## src/rtl/cla_nibble_seq_adder.sv

```systemverilog
// Area-lean WIDTH-bit adder: one 4-bit CLA reused LSB-first over WIDTH/4 cycles, done N cycles after accept.
// Start is ignored while busy; define CLA_NIBBLE_SEQ_SUB_EN to add the i_sub port (a - b).

module car_look_add (
    input  logic [3:0] i_a,
    input  logic [3:0] i_b,
    input  logic       i_cin,
    output logic [3:0] o_sum,
    output logic       o_cout
);
    logic [3:0] w_g;
    logic [3:0] w_p;
    logic [4:0] w_c;

    assign w_g = i_a & i_b;
    assign w_p = i_a ^ i_b;

    // Every carry is expanded directly from g/p and cin, with no ripple between bits.
    assign w_c[0] = i_cin;
    assign w_c[1] = w_g[0] | (w_p[0] & i_cin);
    assign w_c[2] = w_g[1] | (w_p[1] & w_g[0]) | (w_p[1] & w_p[0] & i_cin);
    assign w_c[3] = w_g[2] | (w_p[2] & w_g[1]) | (w_p[2] & w_p[1] & w_g[0])
                  | (w_p[2] & w_p[1] & w_p[0] & i_cin);
    assign w_c[4] = w_g[3] | (w_p[3] & w_g[2]) | (w_p[3] & w_p[2] & w_g[1])
                  | (w_p[3] & w_p[2] & w_p[1] & w_g[0])
                  | (w_p[3] & w_p[2] & w_p[1] & w_p[0] & i_cin);

    assign o_sum  = w_p ^ w_c[3:0];
    assign o_cout = w_c[4];
endmodule

module cla_nibble_seq_adder #(
    parameter int WIDTH = 16
) (
    input  logic             clk,
    input  logic             rst,
    input  logic             i_start,
    input  logic [WIDTH-1:0] i_a,
    input  logic [WIDTH-1:0] i_b,
    input  logic             i_cin,
`ifdef CLA_NIBBLE_SEQ_SUB_EN
    input  logic             i_sub,
`endif
    output logic             o_busy,
    output logic             o_done,
    output logic [WIDTH-1:0] o_sum,
    output logic             o_cout
);
    localparam int N  = WIDTH / 4;
    localparam int IW = (N > 1) ? $clog2(N) : 1;
    localparam logic [IW-1:0] LAST = IW'(N - 1);

    typedef enum logic [1:0] {S_IDLE, S_RUN, S_DONE} state_t;

    state_t           r_state;
    state_t           w_next;
    logic [WIDTH-1:0] r_op_a;
    logic [WIDTH-1:0] r_op_b;
    logic             r_carry;
    logic [IW-1:0]    r_idx;
    logic [WIDTH-1:0] r_sum;
    logic             r_cout;

    logic             w_accept;
    logic [WIDTH-1:0] w_b_in;
    logic             w_cin_in;
    logic [3:0]       w_nib_sum;
    logic             w_nib_cout;

    assign w_accept = i_start && (r_state != S_RUN);

`ifdef CLA_NIBBLE_SEQ_SUB_EN
    // Subtract as a + ~b + 1; cout then reads as "no borrow".
    assign w_b_in   = i_sub ? ~i_b  : i_b;
    assign w_cin_in = i_sub ? 1'b1  : i_cin;
`else
    assign w_b_in   = i_b;
    assign w_cin_in = i_cin;
`endif

    car_look_add u_cla (
        .i_a    (r_op_a[{r_idx, 2'b00} +: 4]),
        .i_b    (r_op_b[{r_idx, 2'b00} +: 4]),
        .i_cin  (r_carry),
        .o_sum  (w_nib_sum),
        .o_cout (w_nib_cout)
    );

    always_ff @(posedge clk or posedge rst) begin
        if (rst) begin
            r_state <= S_IDLE;
        end else begin
            r_state <= w_next;
        end
    end

    always_comb begin
        w_next = r_state;
        o_busy = 1'b0;
        o_done = 1'b0;
        case (r_state)
            S_IDLE: begin
                if (i_start) w_next = S_RUN;
            end
            S_RUN: begin
                o_busy = 1'b1;
                if (r_idx == LAST) w_next = S_DONE;
            end
            S_DONE: begin
                o_done = 1'b1;
                w_next = i_start ? S_RUN : S_IDLE;
            end
            default: w_next = S_IDLE;
        endcase
    end

    always_ff @(posedge clk or posedge rst) begin
        if (rst) begin
            r_op_a  <= '0;
            r_op_b  <= '0;
            r_carry <= 1'b0;
            r_idx   <= '0;
            r_sum   <= '0;
            r_cout  <= 1'b0;
        end else if (w_accept) begin
            r_op_a  <= i_a;
            r_op_b  <= w_b_in;
            r_carry <= w_cin_in;
            r_idx   <= '0;
            r_sum   <= '0;
            r_cout  <= 1'b0;
        end else if (r_state == S_RUN) begin
            r_sum[{r_idx, 2'b00} +: 4] <= w_nib_sum;
            r_carry                    <= w_nib_cout;
            r_idx                      <= r_idx + 1'b1;
            if (r_idx == LAST) r_cout <= w_nib_cout;
        end
    end

    assign o_sum  = r_sum;
    assign o_cout = r_cout;
endmodule

```

## config.mk

```make
export PLATFORM = sky130hd
export DESIGN_NAME = cla_nibble_seq_adder
export DESIGN_NICKNAME = d
export VERILOG_FILES = /design/src/rtl/cla_nibble_seq_adder.sv
export SDC_FILE = /design/constraint.sdc
export NUM_CORES = 1
export LEC_CHECK = 0
export ABC_AREA = 1
export CORE_ASPECT_RATIO = 1.25
export CORE_UTILIZATION = 51
export DETAILED_ROUTE_END_ITERATION = 16
export HOLD_SLACK_MARGIN = 0.1
export PLACE_DENSITY = 0.8
export REMOVE_ABC_BUFFERS = 1
export SLEW_MARGIN = 20
export SYNTH_ARGS = -nofsm -noshare
export SYNTH_HDL_FRONTEND = slang
export SYNTH_SLANG_ARGS = --single-unit
```

## constraint.sdc

```tcl
create_clock -name clk -period 2.3 [get_ports clk]
set_input_delay 0.46 -clock clk [delete_from_list [all_inputs] [get_ports clk]]
set_output_delay 0.46 -clock clk [all_outputs]
set_load 0.005 [all_outputs]
```

==> impl_results.md <==
* Io pins at 55
* Final Power at 4.92 mW
* Num CTS Buffers at 5
* Post-synth top area share at 0.520
* PortBufs at 54
* CP most frequent cell: nand2_1
* Period utilization at 0.910
* Placed cell count at between 400 and 500
* GP Congestion at 0.902
* Fin. Hold Viols at 0
* CTS Sinks at 54
* Element type at the critical path end: register
* Mapped cell area at around 0.0026 sq mm
* Num rows at 28
* Clk root buf: clkbuf_8
* Synth unique cells at 25
* Max incr delay on CP at 0.47 ns
* Post-synth EDFFs at 0
* Vias in the first global route at 2135
* Crit-path leading delay family: simple AND/OR/NAND/NOR gates
* Clk Latency, worst-skew pair at 0.31 ns
* Final nets at 422
* Synth Area per Inst at 8.19 sq um
* Routed len/inst at 12.7 um
* DR vias/cell at between 5 and 6
* Critical path, cell by cell: inv_4 -> o21ai_0 -> o22ai_1 -> ha_1 -> nand4_1 -> nand2_1 -> nand2_2 -> nand3_2 -> nor2_2 -> nand2_1 -> nand2_1
* Gr usage total at 0.228
* Top_reg_cell synth: dfrtp_1
* Worst EP arrival at roughly 2.3 ns
* CTS H-tree depth at 2
* Fin. max-slew vios at 0
* Detail Route Antenna Nets at 0
* WHS at 0.478 ns
* P_leak at roughly 1.7 nW
* First-pass GRT wire length at between 9 and 10 mm
* P per Cell Area at 1460 mW/mm^2
* Fill count at 408
* Clk buf depth at 2
* DP Area at 0.00324 sq mm
* Worst Path Buf+Inv at 1
* Share of post-route cells with drive strength above 1 at 0.0875
* Worst endpoint required time at 2.54 ns
* Final core utilization at 0.702
* Leading area contributor after synthesis: dfrtp_1
* CORE AREA at 0.00480 sq mm
* Top fanout value on the critical path at 20
* Largest net degree at the start of global routing at 34
* Max_cap viols at 0
* Yosys Warn Count at 0
* Final wirelength at 5.53 mm
* Initial antenna violation count at 0
* Die area at 0.00538 sq mm
* DRC at 0
* Clock tree from TritonCTS: built
* Clock Skews at slightly below 0.009 ns
* Hold/Removal Path Class: reg2reg
* N_diodes at 0
* Final setup viols at 0
* Ranking of synthesized cells by area: dfrtp_1 (52%), nand2_1 (20%), ha_1 (4.3%), o21ai_0 (4.0%), nor2_1 (3.0%)
* Tmin final at between 2 and 2.5 ns
* First-pass iteration count of the detailed router at 4
* Max Freq at 0.478 GHz
* Clock transition at path regs at 0.09 ns
* Least-Margin Pin Slew at 0.515 ns
* Die Ht at 81.8 um
* Max stage delay cell, worst path: dfrtp_2
* Top cells by count, synth: nand2_1 (138), dfrtp_1 (54), nor2_1 (21), o21ai_0 (21), inv_1 (20)
* Crit Path Category: reg2reg
* Fin area at around 0.0034 sq mm
* Rel. slew slack at 0.656
* Layout area overhead at 29.6%
* Hpwl dp at 4.10 mm
* Die X-Extent at 65.8 um
* Initial DRC Count at 120
* Mapped Cells at 317
* Setup crit start kind: register
* Outcome: complete, no violations
* Fin cells at 437
* Sequential-to-total area share from yosys stat at 0.520
* Initial Util at 0.541
* Worst VDD drop at 0.000777 V
* GRT overflow at 0
* Post-CTS Hold Buffers at 0
* Most common cell in the netlist: nand2_1
* Post-synth ARST share at 1.00
* Vias at 2241
* FF+latch count, synth at 54
==> where the power goes <==
part / leakage [nW] / internal [mW] / switching (mW)
combinational: 0.942 / 1.09 / 1.62
clock: 0.0579 / 0.321 / 0.299
sequential: 0.692 / 1.35 / 0.249
total: 1.69 / 2.76 / 2.17
==> registers in the layout, indices dropped and copies added (netlist names) <==
signal	count
r_carry	1
r_idx	2
r_op_a	16
r_state	2
r_op_b	16
o_sum	16
o_cout	1
==> area by class of cell <==
type | count | area, sq um | area share
Timing Repair Buffer | 61 | 618 | 0.184
Clock inverter | 3 | 40.0 | 0.0119
Tap cell | 60 | 75.1 | 0.0223
Multi-Input combinational cell | 230 | 1120 | 0.331
Sequential cell | 54 | 1350 | 0.402
Clock buffer | 5 | 68.8 | 0.0204
Inverter | 24 | 96.3 | 0.0286
==> cells by family (layout without fill, tap and decap cells) <==
group | after synthesis | after routing | share of synthesized area
AND/OR/NAND/NOR | 178 | 178 | 0.283
buffers and inverters | 33 | 93 | 0.0511
adder cells (fa/ha/maj) | 10 | 10 | 0.0511
AO/OA/AOI/OAI | 40 | 40 | 0.0848
flip-flops | 54 | 54 | 0.520
XOR/XNOR | 2 | 2 | 0.00964
==> worst reg2reg max path, cell delays in order, from the launching register on <==
cell and delay [ns]:
dfrtp_2 0.47, inv_4 0.19, o21ai_0 0.13, o22ai_1 0.29, ha_1 0.34, nand4_1 0.13
nand2_1 0.08, nand2_2 0.08, nand3_2 0.09, nor2_2 0.13, nand2_1 0.06, nand2_1 0.06
==> final timing paths <==
check	cells past startpoint	slack, ns	end	startpoint
worst max-delay path	11	0.21	o_sum[15]	r_idx[0]
min in group asynchronous	2	0.50	r_op_a[7]	rst
worst min-delay path	2	0.48	r_op_a[6]	r_op_a[6]
worst max register to register	11	0.21	o_sum[15]	r_idx[0]
max in group asynchronous	3	1.26	r_idx[1]	rst
worst min register to register	2	0.48	r_op_a[6]	r_op_a[6]
==> timing repair <==
item | CTS | global route
gates resized for setup | 0 | 7
buffers inserted | 0 | 1
hold endpoints to repair | 0 | 0
endpoints found under the setup margin | 0 | 6
==> stage by stage <==
step	setup TNS (ns)	setup slack, ns
global placement	0	0.249
detailed placement	0	0.177
finish	0	0.207
CTS	0	0.147
floorplan	0	0.0980
global route	-0.00196	-0.00196
==> layout by cell type, fill, tap and decap left out, types with 2 or more instances in the layout <==
master           synthesis  routed
nand2_1                138     138
clkdlybuf4s50_1          0      54
dfrtp_1                 54      53
nor2_1                  21      20
inv_1                   20      19
o21ai_0                 21      19
o22ai_1                 10      10
ha_1                     9       9
o21ai_1                  5       7
nand3_1                  6       6
clkbuf_8                 0       5
buf_4                    0       5
nor2_2                   3       4
inv_2                    3       3
nand4_1                  3       3
nand2_4                  2       2
nand3_2                  2       2
o31ai_1                  2       2
nand2_2                  2       2
clkinv_2                 0       2
buf_12                   0       2
==> per-layer routing <==
layer	vias up	share of wire	track usage
li1	1116	-	-
met1	1051	0.42	0.276
met5	-	0	0
met2	61	0.52	0.395
met4	0	0.022	0.102
met3	13	0.034	0.0403
No activity file was read; power rests on OpenSTA's default activity.
